--- src/rtl/rs_132_120_pkg.sv ---
// Shared constants, state encoding and GF(2^8) helpers for the RS(132,120) decoder front end.
// Field: primitive polynomial 0x11D, alpha = 0x02.
package rs_132_120_pkg;

    localparam int N    = 132;
    localparam int K    = 120;
    localparam int NPAR = 12;
    localparam int FCR  = 0;

    localparam logic [8:0] GF_POLY = 9'h11D;

    typedef enum logic [0:0] {
        IDLE = 1'b0,
        RECV = 1'b1
    } synd_state_t;

    typedef logic [NPAR-1:0][7:0] root_tbl_t;

    // General GF(2^8) multiply; with one constant operand it folds to an XOR network.
    function automatic logic [7:0] gf256mul_dec(input logic [7:0] a, input logic [7:0] b);
        logic [7:0] p;
        logic [7:0] aa;
        p  = 8'h00;
        aa = a;
        for (int i = 0; i < 8; i++) begin
            if (b[i]) begin
                p = p ^ aa;
            end else begin
                p = p;
            end
            if (aa[7]) begin
                aa = {aa[6:0], 1'b0} ^ GF_POLY[7:0];
            end else begin
                aa = {aa[6:0], 1'b0};
            end
        end
        return p;
    endfunction

    function automatic logic [7:0] gf_alpha_pow(input int e);
        logic [7:0] r;
        r = 8'h01;
        for (int i = 0; i < e; i++) begin
            r = gf256mul_dec(r, 8'h02);
        end
        return r;
    endfunction

    function automatic root_tbl_t build_roots();
        root_tbl_t t;
        for (int j = 0; j < NPAR; j++) begin
            t[j] = gf_alpha_pow(FCR + j);
        end
        return t;
    endfunction

    // alpha^(FCR+j): the evaluation point of syndrome j
    localparam root_tbl_t ALPHA_ROOTS = build_roots();

endpackage

--- src/rtl/rs_synd_cell.sv ---
// One Horner accumulator: acc <= acc*ROOT ^ din on update, acc <= din on load.
// acc_nxt exposes the updated value so the caller can capture the final syndrome without a bubble.
module rs_synd_cell
    import rs_132_120_pkg::*;
#(
    parameter logic [7:0] ROOT = 8'h01
) (
    input  logic       clk,
    input  logic       rst_n,
    input  logic       load,
    input  logic       update,
    input  logic [7:0] din,
    output logic [7:0] acc_nxt
);

    logic [7:0] acc_r;

    assign acc_nxt = gf256mul_dec(acc_r, ROOT) ^ din;

    // Accumulator register: start a new codeword on load, fold one symbol in on update.
    always_ff @(posedge clk or negedge rst_n) begin
        if (!rst_n) begin
            acc_r <= 8'h00;
        end else if (load) begin
            acc_r <= din;
        end else if (update) begin
            acc_r <= acc_nxt;
        end else begin
            acc_r <= acc_r;
        end
    end

endmodule

--- src/rtl/rs_syndrome_132_120.sv ---
// RS(132,120) syndrome generator with frame policing.
// Optional delivery statistics (frm_cnt, bad_cnt) are built when RS_SYND_STATS_EN is defined.
module rs_syndrome_132_120
    import rs_132_120_pkg::*;
(
    input  logic                clk,
    input  logic                rst_n,
    input  logic                din_val,
    input  logic                din_sop,
    input  logic                din_eop,
    input  logic [7:0]          din,
    output logic                synd_val,
    output logic [NPAR*8-1:0]   synd,
    output logic                err_flag,
    output logic                frame_err
`ifdef RS_SYND_STATS_EN
    ,
    output logic [15:0]         frm_cnt,
    output logic [15:0]         bad_cnt
`endif
);

    localparam logic [7:0] LAST_CNT = 8'(N - 1);

    synd_state_t          state_r;
    logic [7:0]           cnt_r;
    logic [NPAR*8-1:0]    synd_r;
    logic [NPAR*8-1:0]    acc_nxt_s;
    logic                 synd_val_r;
    logic                 err_flag_r;
    logic                 frame_err_r;
    logic                 load_s;
    logic                 update_s;
    logic                 restart_s;
    logic                 complete_s;
    logic                 early_s;

    for (genvar j = 0; j < NPAR; j++) begin : g_cell
        rs_synd_cell #(.ROOT(ALPHA_ROOTS[j])) u_cell (
            .clk     (clk),
            .rst_n   (rst_n),
            .load    (load_s),
            .update  (update_s),
            .din     (din),
            .acc_nxt (acc_nxt_s[8*j +: 8])
        );
    end

    // Symbol classification: sop always wins over eop and over completion.
    always_comb begin
        load_s     = 1'b0;
        update_s   = 1'b0;
        restart_s  = 1'b0;
        complete_s = 1'b0;
        early_s    = 1'b0;
        if (din_val && din_sop) begin
            load_s    = 1'b1;
            restart_s = (state_r == RECV);
        end else if (din_val && (state_r == RECV)) begin
            update_s   = 1'b1;
            complete_s = (cnt_r == LAST_CNT);
            early_s    = (cnt_r != LAST_CNT) && din_eop;
        end else begin
            load_s   = 1'b0;
            update_s = 1'b0;
        end
    end

    // Frame FSM, symbol counter and registered syndrome outputs.
    always_ff @(posedge clk or negedge rst_n) begin
        if (!rst_n) begin
            state_r     <= IDLE;
            cnt_r       <= 8'd0;
            synd_r      <= '0;
            synd_val_r  <= 1'b0;
            err_flag_r  <= 1'b0;
            frame_err_r <= 1'b0;
        end else begin
            synd_val_r  <= 1'b0;
            frame_err_r <= 1'b0;
            case (state_r)
                IDLE: begin
                    if (load_s) begin
                        cnt_r   <= 8'd1;
                        state_r <= RECV;
                    end else begin
                        cnt_r   <= cnt_r;
                    end
                end
                RECV: begin
                    if (restart_s) begin
                        cnt_r       <= 8'd1;
                        frame_err_r <= 1'b1;
                    end else if (complete_s) begin
                        synd_r      <= acc_nxt_s;
                        err_flag_r  <= |acc_nxt_s;
                        synd_val_r  <= 1'b1;
                        frame_err_r <= ~din_eop;
                        cnt_r       <= 8'd0;
                        state_r     <= IDLE;
                    end else if (early_s) begin
                        frame_err_r <= 1'b1;
                        cnt_r       <= 8'd0;
                        state_r     <= IDLE;
                    end else if (update_s) begin
                        cnt_r <= cnt_r + 8'd1;
                    end else begin
                        cnt_r <= cnt_r;
                    end
                end
                default: begin
                    state_r <= IDLE;
                    cnt_r   <= 8'd0;
                end
            endcase
        end
    end

    assign synd_val  = synd_val_r;
    assign synd      = synd_r;
    assign err_flag  = err_flag_r;
    assign frame_err = frame_err_r;

`ifdef RS_SYND_STATS_EN
    logic [15:0] frm_cnt_r;
    logic [15:0] bad_cnt_r;

    // Saturating delivery counters, driven from the registered pulses.
    always_ff @(posedge clk or negedge rst_n) begin
        if (!rst_n) begin
            frm_cnt_r <= 16'h0000;
            bad_cnt_r <= 16'h0000;
        end else begin
            if (synd_val_r && (frm_cnt_r != 16'hFFFF)) begin
                frm_cnt_r <= frm_cnt_r + 16'h0001;
            end else begin
                frm_cnt_r <= frm_cnt_r;
            end
            if (((synd_val_r && err_flag_r) || frame_err_r) && (bad_cnt_r != 16'hFFFF)) begin
                bad_cnt_r <= bad_cnt_r + 16'h0001;
            end else begin
                bad_cnt_r <= bad_cnt_r;
            end
        end
    end

    assign frm_cnt = frm_cnt_r;
    assign bad_cnt = bad_cnt_r;
`endif

endmodule

--- config.mk ---
export PLATFORM = sky130hd
export DESIGN_NAME = rs_syndrome_132_120
export DESIGN_NICKNAME = d
export VERILOG_FILES = /design/src/rtl/rs_132_120_pkg.sv /design/src/rtl/rs_synd_cell.sv /design/src/rtl/rs_syndrome_132_120.sv
export SDC_FILE = /design/constraint.sdc
export NUM_CORES = 1
export LEC_CHECK = 0
export ABC_CLOCK_PERIOD_IN_PS = 2350
export BUFFER_PORTS_ARGS = -buffer_cell sky130_fd_sc_hd__buf_2
export CORE_UTILIZATION = 45
export CTS_BUF_LIST = sky130_fd_sc_hd__clkbuf_16
export DETAILED_ROUTE_END_ITERATION = 6
export PLACE_DENSITY = 0.64
export SYNTH_ARGS = -nofsm -noshare
export SYNTH_HDL_FRONTEND = slang
export SYNTH_SLANG_ARGS = --single-unit
--- constraint.sdc ---
create_clock -name clk -period 2.35 [get_ports clk]
set_input_delay 0.47 -clock clk [delete_from_list [all_inputs] [get_ports clk]]
set_output_delay 0.47 -clock clk [all_outputs]
set_load 0.05 [all_outputs]
---- Word-level counts from Yosys, hierarchy flattened ----
Cells that the tools add are included.
operators by class
  add/subtract/negate cells ............... 1
  equal/unequal tests ..................... 4
  muxes and demuxes ....................... 100
  bitwise logic cells ..................... 77
  reduce and logical (&&, ||, !) cells .... 7
operators by type and width
  kind                                            count
  two-way mux 5 bit                               50
  two-way mux 8 bit                               29
  NOT 4 bit                                       50
  bitwise XOR 8 bit                               24
  OR reduction 96 bit                             1
  two-way mux 1 bit                               19
  one-hot mux 8 bit (2 select lines)              1
  adder 8 x 1 -> 8 bit (second input constant)    1
  == test 8 bit (second input constant)           1
  != test 8 bit (second input constant)           1
  != test 5 x 1 -> 1 bit (second input constant)  1
  logical AND 1 bit                               3
  NOT 1 bit                                       3
  AND reduction 3 bit                             1
  != test 2 x 1 -> 1 bit (second input constant)  1
  one-hot mux 1 bit (2 select lines)              1
  AND reduction 2 bit                             1
  nonzero test 2 bit                              1
storage, ports and cells
  bits in registers ....................... 204
  bits of input ports ..................... 13
  output and inout bits ................... 99

---- Longest topological paths before layout ----
  word-level depth ........................ 18
  gate-level depth with buffers ........... 9
  mapped depth without buffers ............ 9

---- Cells and area by module ----
A second synthesis with hierarchy kept.
unflattened totals
  cells, all modules ...................... 1336
  area, all modules ....................... 12520.8 µm²
by module, submodules not included
  module                             times used  cells an instance  area an instance (µm²)  seq. area each (µm²)
  rs_syndrome_132_120                1           494                4396.7                  2702.6
  rs_synd_cell at g_cell[4].u_cell   1           83                 784.5                   200.2
  rs_synd_cell at g_cell[10].u_cell  1           83                 774.5                   200.2
  rs_synd_cell at g_cell[5].u_cell   1           86                 770.7                   200.2
  rs_synd_cell at g_cell[8].u_cell   1           79                 769.5                   200.2
  rs_synd_cell at g_cell[6].u_cell   1           81                 754.5                   200.2
  rs_synd_cell at g_cell[11].u_cell  1           67                 664.4                   200.2
  rs_synd_cell at g_cell[3].u_cell   1           64                 658.1                   200.2
  rs_synd_cell at g_cell[9].u_cell   1           64                 641.9                   200.2
  rs_synd_cell at g_cell[7].u_cell   1           63                 640.6                   200.2
  rs_synd_cell at g_cell[2].u_cell   1           59                 561.8                   200.2
  rs_synd_cell at g_cell[0].u_cell   1           51                 556.8                   200.2
  rs_synd_cell at g_cell[1].u_cell   1           62                 546.8                   200.2

---- Worst setup path before layout ----
OpenSTA, ideal clock, no wires.
  path kind ............................... input port to flip-flop
  from .................................... input port din[0]
  to ...................................... register err_flag_r, in the netlist err_flag
  arrival time ............................ 1988 ps
  data required time ...................... 2218 ps
  setup slack ............................. 231 ps
  stages .................................. 7
  cells stage by stage .................... buf_4 > or4_1 > mux2i_1 > nand4_1 > or3_1 > nor4_2 > a31oi_1
between the ends
  cells in the longest elaborated chain, start to end .. 2
RTL lines
  item                     line                       text
  start: declaration       rs_syndrome_132_120.sv:11  input logic [7:0] din,
  bitwise XOR 8 bit        rs_synd_cell.sv:18         assign acc_nxt = gf256mul_dec(acc_r, ROOT) ^ din;
  OR reduction 96 bit (*)  rs_syndrome_132_120.sv:96  err_flag_r <= |acc_nxt_s;
  end signal: assignment   rs_syndrome_132_120.sv:96
  end: declaration         rs_syndrome_132_120.sv:30  logic err_flag_r;
Every way passes the cells marked *; elsewhere a longest branch is shown, timed or not.
A chain may end at the register's enable or synchronous reset.

---- Worst setup path after layout ----
  from .................................... register cnt_r[5]
  to ...................................... register synd_r[59], in the netlist synd[59]
between the ends
  cells in the longest elaborated chain, start to end .. 4
RTL lines
  item                                  line                        text
  start: declaration                    rs_syndrome_132_120.sv:26   logic [7:0] cnt_r;
  start signal: assignment              rs_syndrome_132_120.sv:87   cnt_r <= cnt_r;
  start signal: assignment              rs_syndrome_132_120.sv:106  cnt_r <= cnt_r + 8'd1;
  start signal: assignment              rs_syndrome_132_120.sv:108  cnt_r <= cnt_r;
  == test 8 bit                         rs_syndrome_132_120.sv:61   complete_s = (cnt_r == LAST_CNT);
  two-way mux 1 bit                     rs_syndrome_132_120.sv:59   end else if (din_val && (state_r == RECV)) begin
  two-way mux 1 bit                     rs_syndrome_132_120.sv:56   if (din_val && din_sop) begin
  AND reduction 3 bit (no source line)  n/a
  end signal: assignment                rs_syndrome_132_120.sv:95   synd_r <= acc_nxt_s;
  end: declaration                      rs_syndrome_132_120.sv:27   logic [NPAR*8-1:0] synd_r;
Every way passes these cells.

==> flow_metrics.py <==
metrics = {
    "cells_and_area": {
        "fin_nets": 1342,
        "fin_cells": 1666,
        "drive_gt1_share_pct": 23.2,
        "final_cell_mix": "dfrtp_1 (203), xnor2_1 (161), nand2_1 (151)",
        "final_common_cell": "dfrtp_1",
        "syn_to_final_growth_pct": 19.1,
        "finish.instance_area_mm2": 0.0135,
    },
    "routing": {
        "post-route-drc-count": 0,
        "ant_nets": 0,
        "via_per_inst": 5.75,
        "drtPass1Iterations": 5,
        "via_count": 9586,
        "wl_per_cell_um": 21.4,
        "drt_iter0_markers": 927,
        "wirelength_um": 35600,
    },
    "clock_tree": {
        "worstSkewPairLatency_ns": 0.52,
        "cts_sinks": 204,
        "cts_tree": "done",
        "htreeDepth": 1,
        "post-cts-setup-buffers": 0,
        "ctsRootBufferMaster": "clkbuf_16",
        "cts.reportedPaths.clkPinSlew_ns": 0.06,
        "cts_inserted_buffers": 22,
        "cts_buffer_depth": 3,
    },
    "pwr": {
        "powerDensity_mw_per_mm2": 1280,
        "vdd_ir_drop_max_mv": 0.595,
        "finalPower_uw": 17300,
        "leakagePower_uw": 0.00623,
    },
    "sta": {
        "fmax_ghz": 0.454,
        "finalSetupViolCount": 0,
        "fin_crit_sh_pct": 93.8,
        "post-route-min-period_ns": 2.20,
        "fin_hold_ws_ns": 0.331,
        "hold_viol_final": 0,
        "tightest_slew_ns": 0.739,
        "max_slew_margin_pct": 50.8,
        "tns_ns": 0,
        "finClkSkew_ns": 0.00756,
        "drv_slew": 0,
        "rsz0062_at_grt": "no",
    },
    "synthesis": {
        "synth_cells": 1184,
        "syn_area_mm2": 0.0113,
        "yosysUniqueCellTypes": 54,
        "synthAdderAreaFrac_pct": 0.110,
        "synth_seq_cells": 204,
        "avgSynthCellArea_um2": 9.58,
        "synth_mux_area_share_pct": 4.71,
        "yosysTopAreaCell": "dfrtp_1",
        "ys_seq_area_share_pct": 45.0,
        "synth-simple-area-share_pct": 10.3,
        "synth_ff_type": "dfrtp_1",
        "synthXorXnorAreaFrac_pct": 20.1,
        "synth-compound-area-share_pct": 15.7,
        "synth_top_family_by_area": "XOR/XNOR gates",
        "syn-num-nets": 1198,
        "synthTopCellsByArea": "dfrtp_1 (45%), xnor2_1 (13%), o21ai_0 (6.0%)",
        "async_flop_share_pct": 100,
        "netlist.area_leader.share_pct": 45.0,
        "ys.warnings.count": 0,
        "synth_edf_count": 0,
    },
    "worst_setup_path": {
        "worst-endpoint-arrival_ns": 2.60,
        "crit_path_end_kind": "flip-flop",
        "cp-start-kind": "flip-flop",
        "cp_data_required_time_ns": 2.75,
        "path_class": "flip-flop to flip-flop",
        "crit_path_max_fanout": 23,
    },
    "global_routing": {
        "grt_pass1_wl_um": 55400,
        "grt-ovfl-total": 0,
        "first_global_vias": 9140,
        "grt_max_degree": 91,
        "antenna_found_initial": 1,
        "track_usage_pct": 27.8,
    },
    "placed_design": {
        "place_inst": 1627,
        "place_area_mm2": 0.0128,
        "hpwl_um": 25600,
        "port_buffers": 111,
        "gp_congestion": 0.931,
    },
    "die": {
        "std_cell_rows": 57,
        "initial_core_util_pct": 46.2,
        "die_x_um": 161,
        "io_pins": 112,
        "dieArea_mm2": 0.0258,
        "core_area_mm2": 0.0245,
        "die-height_um": 161,
    },
    "job": {
        "maxCapViolCount": 0,
    },
    "min_path": {
        "hold_path_class": "primary input to flip-flop",
    },
    "run_status": {
        "status": "finished, final reports clean",
    },
}
==> per-layer routing <==
layer / global-route usage [%] / wire length, µm
met1: 42.3 / 16400
met2: 41.8 / 15500
met3: 3.62 / 2820
met4: 6.90 / 837
met5: 0 / 0
==> cell families (layout without fill, tap and decap cells) <==
logic type                 after synthesis  count (layout)
AOI/OAI and AO/OA                      320             320
xor gates and xnor gates               241             241
adders and majority gates                1               1
buffers and inverters                  112             269
DFF                                    204             204
muxes                                   48              48
other                                    0               1
and+or+nand+nor                        258             258
==> stage by stage <==
step	util, %	worst slack [ns]
after floorplan	-	0.231
after global placement	52.1	-0.238
after detailed placement	52.1	-0.240
after CTS	54.9	0.0922
after global routing	55.0	0.00108
final	55.0	0.146
==> Yosys cell counts (3+ instances only) <==
library cell / n
a211oi_1: 7
a21oi_1: 90
a22o_1: 8
and3_1: 3
and4_1: 3
buf_1: 15
buf_2: 25
clkbuf_1: 61
dfrtp_1: 204
inv_1: 7
mux2_2: 43
mux2i_1: 5
nand2_1: 151
nand2b_1: 5
nand3_1: 17
nand4_1: 7
nor2_1: 34
nor4_1: 10
o21ai_0: 136
o22ai_1: 62
or2_2: 4
or3_1: 7
xnor2_1: 164
xnor3_1: 12
xor2_1: 65
==> final timing paths <==
| kind | start | depth (start not counted) | to | slack (ns) |
|---|---|---|---|---|
| min in group asynchronous | rst_n | 2 | cnt_r[2] | 0.43 |
| min | din_val | 3 | cnt_r[0] | 0.33 |
| max in group asynchronous | rst_n | 3 | synd[22] | 1.18 |
| max | cnt_r[5] | 6 | synd[59] | 0.15 |
| max reg2reg | cnt_r[5] | 6 | synd[59] | 0.15 |
| min reg2reg | synd[17] | 2 | synd[17] | 0.47 |
==> layout make-up <==
| class | instances | area (µm²) |
|---|---|---|
| clock buffers | 23 | 576 |
| well taps | 324 | 405 |
| inverters | 9 | 33.8 |
| fillers | 2250 | 11000 |
| flip-flops and latches | 204 | 5110 |
| clock inverters | 14 | 90.1 |
| multi-input cells | 868 | 5820 |
| repair buffers | 223 | 1470 |
| diodes | 1 | 2.50 |
==> critical path, cell delays in order, from the launching register on <==
cell	delay, ns
dfrtp_1	0.42
or3_1	0.40
nor2_1	0.25
nand3_4	0.13
inv_2	0.17
buf_4	0.33
mux2_2	0.38
==> where the power goes <==
part / switching [µW] / total [µW] / internal, µW
Combinational: 4930 / 9030 / 4100
Clock: 1420 / 3290 / 1860
Sequential: 918 / 4990 / 4070
==> state kept, by name, summed over array words and instances (netlist names) <==
register             count
state_r                  1
synd_val                 1
frame_err                1
cnt_r                    8
synd                    96
err_flag                 1
g_cell.u_cell.acc_r     96
==> timing repair <==
action                                  in CTS  in global routing
endpoints found under the hold margin       29                  0
hold buffers                                 1                  0
resized for setup                            1                  3
endpoints found under the setup margin       1                  1
Power figures use the tool's default switching activity.
